`config.mk`:
```
export PLATFORM = sky130hd
export DESIGN_NAME = seq_recorder
export DESIGN_NICKNAME = d
export VERILOG_FILES = /design/src/rtl/seq_recorder.sv
export SDC_FILE = /design/constraint.sdc
export NUM_CORES = 1
export LEC_CHECK = 0
export CORE_MARGIN = 2
export CORE_UTILIZATION = 56
export CTS_BUF_LIST = sky130_fd_sc_hd__clkbuf_8
export DETAILED_ROUTE_END_ITERATION = 12
export PLACE_DENSITY = 0.81
export RECOVER_POWER = 100
export SYNTH_ARGS = -nofsm -noshare
export SYNTH_HDL_FRONTEND = slang
export SYNTH_SLANG_ARGS = --single-unit
```
`constraint.sdc`:
```
create_clock -name CLK -period 2.7 [get_ports CLK]
set_input_delay 0.54 -clock CLK [delete_from_list [all_inputs] [get_ports CLK]]
set_output_delay 0.54 -clock CLK [all_outputs]
set_load 0.01 [all_outputs]
```
`src/rtl/seq_recorder.sv`:
```
// Button-sequence recorder: records up to DEPTH patterns, plays them back on
// demand, or compares a newly entered sequence against the stored one.
module seq_recorder #(
   parameter int WIDTH = 8,
   parameter int DEPTH = 16,
   parameter int AW    = $clog2(DEPTH + 1)
) (
   input  logic             CLK,
   input  logic             RST,
   input  logic             START,
   input  logic [1:0]       MODE,
   input  logic [AW-1:0]    LEN,
   input  logic             STEP,
   input  logic [WIDTH-1:0] BTN,
   output logic [WIDTH-1:0] SEQ,
   output logic [AW-1:0]    IDX,
   output logic [AW-1:0]    COUNT,
   output logic             BUSY,
   output logic             DONE,
   output logic             MATCH,
   output logic             ERR
);

   localparam int MAW = (DEPTH > 1) ? $clog2(DEPTH) : 1;

   typedef enum logic [1:0] {IDLE, REC, PLAY, CMP} state_t;

   state_t            state;
   logic [AW-1:0]     idx;
   logic [AW-1:0]     idx_next;
   logic [AW-1:0]     count;
   logic [AW-1:0]     rec_len;
   logic [AW-1:0]     eff_len;
   logic              done;
   logic              match;
   logic              err;
   logic [WIDTH-1:0]  mem [DEPTH];
   logic [MAW-1:0]    addr;
   logic [WIDTH-1:0]  cur;

   // idx never exceeds DEPTH-1 while a step is pending, so truncation is safe
   assign addr     = idx[MAW-1:0];
   assign cur      = mem[addr];
   assign idx_next = idx + AW'(1);
   assign eff_len  = (LEN == '0 || LEN > AW'(DEPTH)) ? AW'(DEPTH) : LEN;

   // Storage is deliberately not reset so it can map onto plain RAM.
   always_ff @(posedge CLK) begin
      if (!RST && state == REC && STEP) begin
         mem[addr] <= BTN;
      end
   end

   always_ff @(posedge CLK) begin
      if (RST) begin
         state   <= IDLE;
         idx     <= '0;
         count   <= '0;
         rec_len <= '0;
         done    <= 1'b0;
         match   <= 1'b0;
         err     <= 1'b0;
      end else begin
         done <= 1'b0;
         case (state)
            IDLE: begin
               if (START) begin
                  case (MODE)
                     2'b00: begin
                        state   <= REC;
                        idx     <= '0;
                        rec_len <= eff_len;
                     end
                     2'b01: begin
                        state <= PLAY;
                        idx   <= '0;
                     end
                     2'b10: begin
                        state <= CMP;
                        idx   <= '0;
                        match <= 1'b0;
                        err   <= 1'b0;
                     end
                     default: ;
                  endcase
               end
            end
            REC: begin
               if (STEP) begin
                  idx <= idx_next;
                  if (idx_next == rec_len) begin
                     count <= rec_len;
                     state <= IDLE;
                     done  <= 1'b1;
                  end
               end
            end
            // An empty memory finishes on its own one cycle after entry.
            PLAY: begin
               if (count == '0) begin
                  state <= IDLE;
                  done  <= 1'b1;
               end else if (STEP) begin
                  idx <= idx_next;
                  if (idx_next == count) begin
                     state <= IDLE;
                     done  <= 1'b1;
                  end
               end
            end
            CMP: begin
               if (count == '0) begin
                  match <= 1'b1;
                  state <= IDLE;
                  done  <= 1'b1;
               end else if (STEP) begin
                  if (BTN != cur) begin
                     err   <= 1'b1;
                     state <= IDLE;
                     done  <= 1'b1;
                  end else begin
                     idx <= idx_next;
                     if (idx_next == count) begin
                        match <= 1'b1;
                        state <= IDLE;
                        done  <= 1'b1;
                     end
                  end
               end
            end
            default: state <= IDLE;
         endcase
      end
   end

   assign SEQ   = (state == PLAY) ? cur : '0;
   assign IDX   = idx;
   assign COUNT = count;
   assign BUSY  = (state != IDLE);
   assign DONE  = done;
   assign MATCH = match;
   assign ERR   = err;

endmodule

```
==> flow_metrics.tcl <==
set metrics [dict create \
    grt_use_total 0.251 \
    worst_slack_ns -0.176 \
    drv_slew 0 \
    vias_per_cell 5.90 \
    ys.flop_type "edfxtp_1" \
    syn-num-nets 507 \
    netlist_area_um2 6900 \
    std_cell_rows 40 \
    relSlewSlack 0.417 \
    num_antenna_cells 0 \
    crit_fanout 5 \
    grt_pass1_wl_um 24100 \
    numClockSinks 152 \
    final.setup.tns_ns -1.90 \
    clockRootBuffer "clkbuf_8" \
    die_x_um 115 \
    synth_enable_flop_cells 128 \
    n_fill_cell 808 \
    crit_arrival_ns 3.25 \
    maxCapViolCount 0 \
    antenna_found_initial 0 \
    dp_cells 698 \
    hold_class "flop to flop" \
    endpoint_kind "flop" \
    finClkSkew_ns 0.0174 \
    drt-wirelength-per-cell_um 20.4 \
    wl_um 15400 \
    drive_above_1_share 0.253 \
    rsz0062_at_grt "true" \
    cts_made_buffers 17 \
    utilization 0.701 \
    vdd_ir_drop_max_v 0.000265 \
    power.density_nw_per_um2 557 \
    leakage_uw 0.00291 \
    critical_path_class "flop to flop" \
    area_growth_pct 22.0 \
    finalPower_uw 4690 \
    remaining_drc_errors 0 \
    clock_latency_ns 0.46 \
    clk_pin_slew_ns 0.08 \
    multi_input_comb_area_um2 2530 \
    ys_ff_latch 152 \
    async_reset_ff_frac 0 \
    worstPathRequired_ns 3.07 \
    synth_cell_types 56 \
    final_common_cell "edfxtp_1" \
    yosys_warnings 0 \
    worstMarginPinSlew_ns 0.873 \
    final_cell_mix "128 x edfxtp_1, 44 x buf_4, 33 x nor2_1, 30 x clkbuf_1, 26 x mux4_2" \
    regArea_um2 4340 \
    seq_area_frac_synth 0.627 \
    status "finished with violations" \
    detail-route-antenna-nets 0 \
    start_util 0.574 \
    core_area_um2 12000 \
    die-area_um2 13200 \
    dp_hpwl_um 10000 \
    syn_area_per_cell_um2 14.6 \
    grt_pass1_vias 4657 \
    portBuffers 40 \
    violations "negative setup slack" \
    critPathLaunchType "flop" \
    dr.pass1.iters 5 \
    tritoncts "yes" \
    setup_violations 21 \
    cts.path.max_buffers 2 \
    vias 4457 \
    first_iter_violations 456 \
    die_height_um 115 \
    fin_cells 755 \
    r2r_cells 10 \
    grt_max_degree 23 \
    htreeDepth 4 \
    fin_crit_ns 2.88 \
    gp_congestion 0.921 \
    nets 628 \
    hold_depth 1 \
    grt_overflow 0 \
    fmax_mhz 348 \
    synthCells 474 \
    fin_crit_sh 1.07 \
    io_pins 41 \
    finalHoldViolCount 0 \
]
power breakdown:
group / internal (uW) / switching [uW] / total [uW]
registers: 2560 / 20.5 / 2590
logic: 293 / 386 / 679
clock network: 614 / 812 / 1430
sequential cells by signal (all words and copies together) (netlist names), named ones only:
name     count
ERR          1
COUNT        5
state        2
MATCH        1
mem        128
rec_len      5
DONE         1
IDX          5
stage by stage:
stage	instance area, um^2	worst slack (ns)	hold slack, ns
after floorplan	6900	0.166	0.497
after global placement	7870	-0.199	0.501
after detailed placement	7870	-0.374	0.510
after CTS	8510	-0.165	0.532
after global routing	8420	-0.264	0.558
final	8420	-0.176	0.524
cell families after synthesis:
group,Yosys count,share of synthesized area
fa+ha+maj,14,0.0254
compound gates,57,0.0591
xor+xnor,34,0.0432
flops,152,0.627
buf+inv,36,0.0247
simple gates,124,0.0905
mux,57,0.131
worst paths after layout:
path	startpoint	end	slack [ns]
max	flop	state[0]$_SDFFE_PP0P_	-0.18
min	MATCH$_SDFFE_PP0P_	MATCH$_SDFFE_PP0P_	0.52
max reg2reg	flop	state[0]$_SDFFE_PP0P_	-0.18
min reg2reg	MATCH$_SDFFE_PP0P_	MATCH$_SDFFE_PP0P_	0.52
routing by layer:
layer  part of all wire  up-vias  global-route usage
li1                   -     2039                   -
met1               0.41     2217               0.314
met2               0.50      160               0.426
met3              0.052       41              0.0464
met5                  0        -                   0
met4              0.032        0               0.116
worst max-delay path, stage by stage (launching register included):
cell and delay (ns):
dfxtp_4 0.39, buf_12 0.13, buf_4 0.11, mux4_2 0.50
xor2_1 0.17, or4_4 0.52, o2111ai_2 0.12, nand4_4 0.15
or2_1 0.26, o221a_1 0.24, o22ai_1 0.17
repair_timing:
item | 4_1_cts | 5_1_grt
pin swaps | 3 | 1
resized for setup | 63 | 13
hold endpoints to repair | 0 | 0
gates cloned | 2 | 0
hold buffers | 0 | 0
buffers inserted | 22 | 3
endpoints found under the setup margin | 19 | 22
synth_stat cells (3+ instances only):
cell type / n / area share
a21oi_1: 12 / 0.0087
a22oi_1: 5 / 0.0054
and2_1: 4 / 0.0036
buf_2: 4 / 0.0029
buf_4: 4 / 0.0044
clkbuf_1: 13 / 0.0071
dfxtp_1: 24 / 0.070
edfxtp_1: 128 / 0.56
ha_1: 14 / 0.025
inv_1: 12 / 0.0065
mux2_2: 4 / 0.0065
mux2i_1: 27 / 0.039
mux4_2: 26 / 0.085
nand2_1: 25 / 0.014
nand2b_1: 13 / 0.012
nand3_1: 12 / 0.0087
nand3b_1: 3 / 0.0033
nor2_1: 34 / 0.018
nor2b_1: 5 / 0.0045
nor3_1: 12 / 0.0087
nor3b_1: 5 / 0.0054
o21ai_0: 11 / 0.0080
xnor2_1: 20 / 0.025
xor2_1: 14 / 0.018
cell type report:
cell class / instances / share of cell area
inverter: 12 / 0.00535
sequential: 152 / 0.515
tap: 147 / 0.0218
multi-input combinational: 286 / 0.300
timing repair buffer: 126 / 0.119
clock buffer: 17 / 0.0278
clock inverter: 15 / 0.0107
No activity file was read; power rests on OpenSTA's default activity.
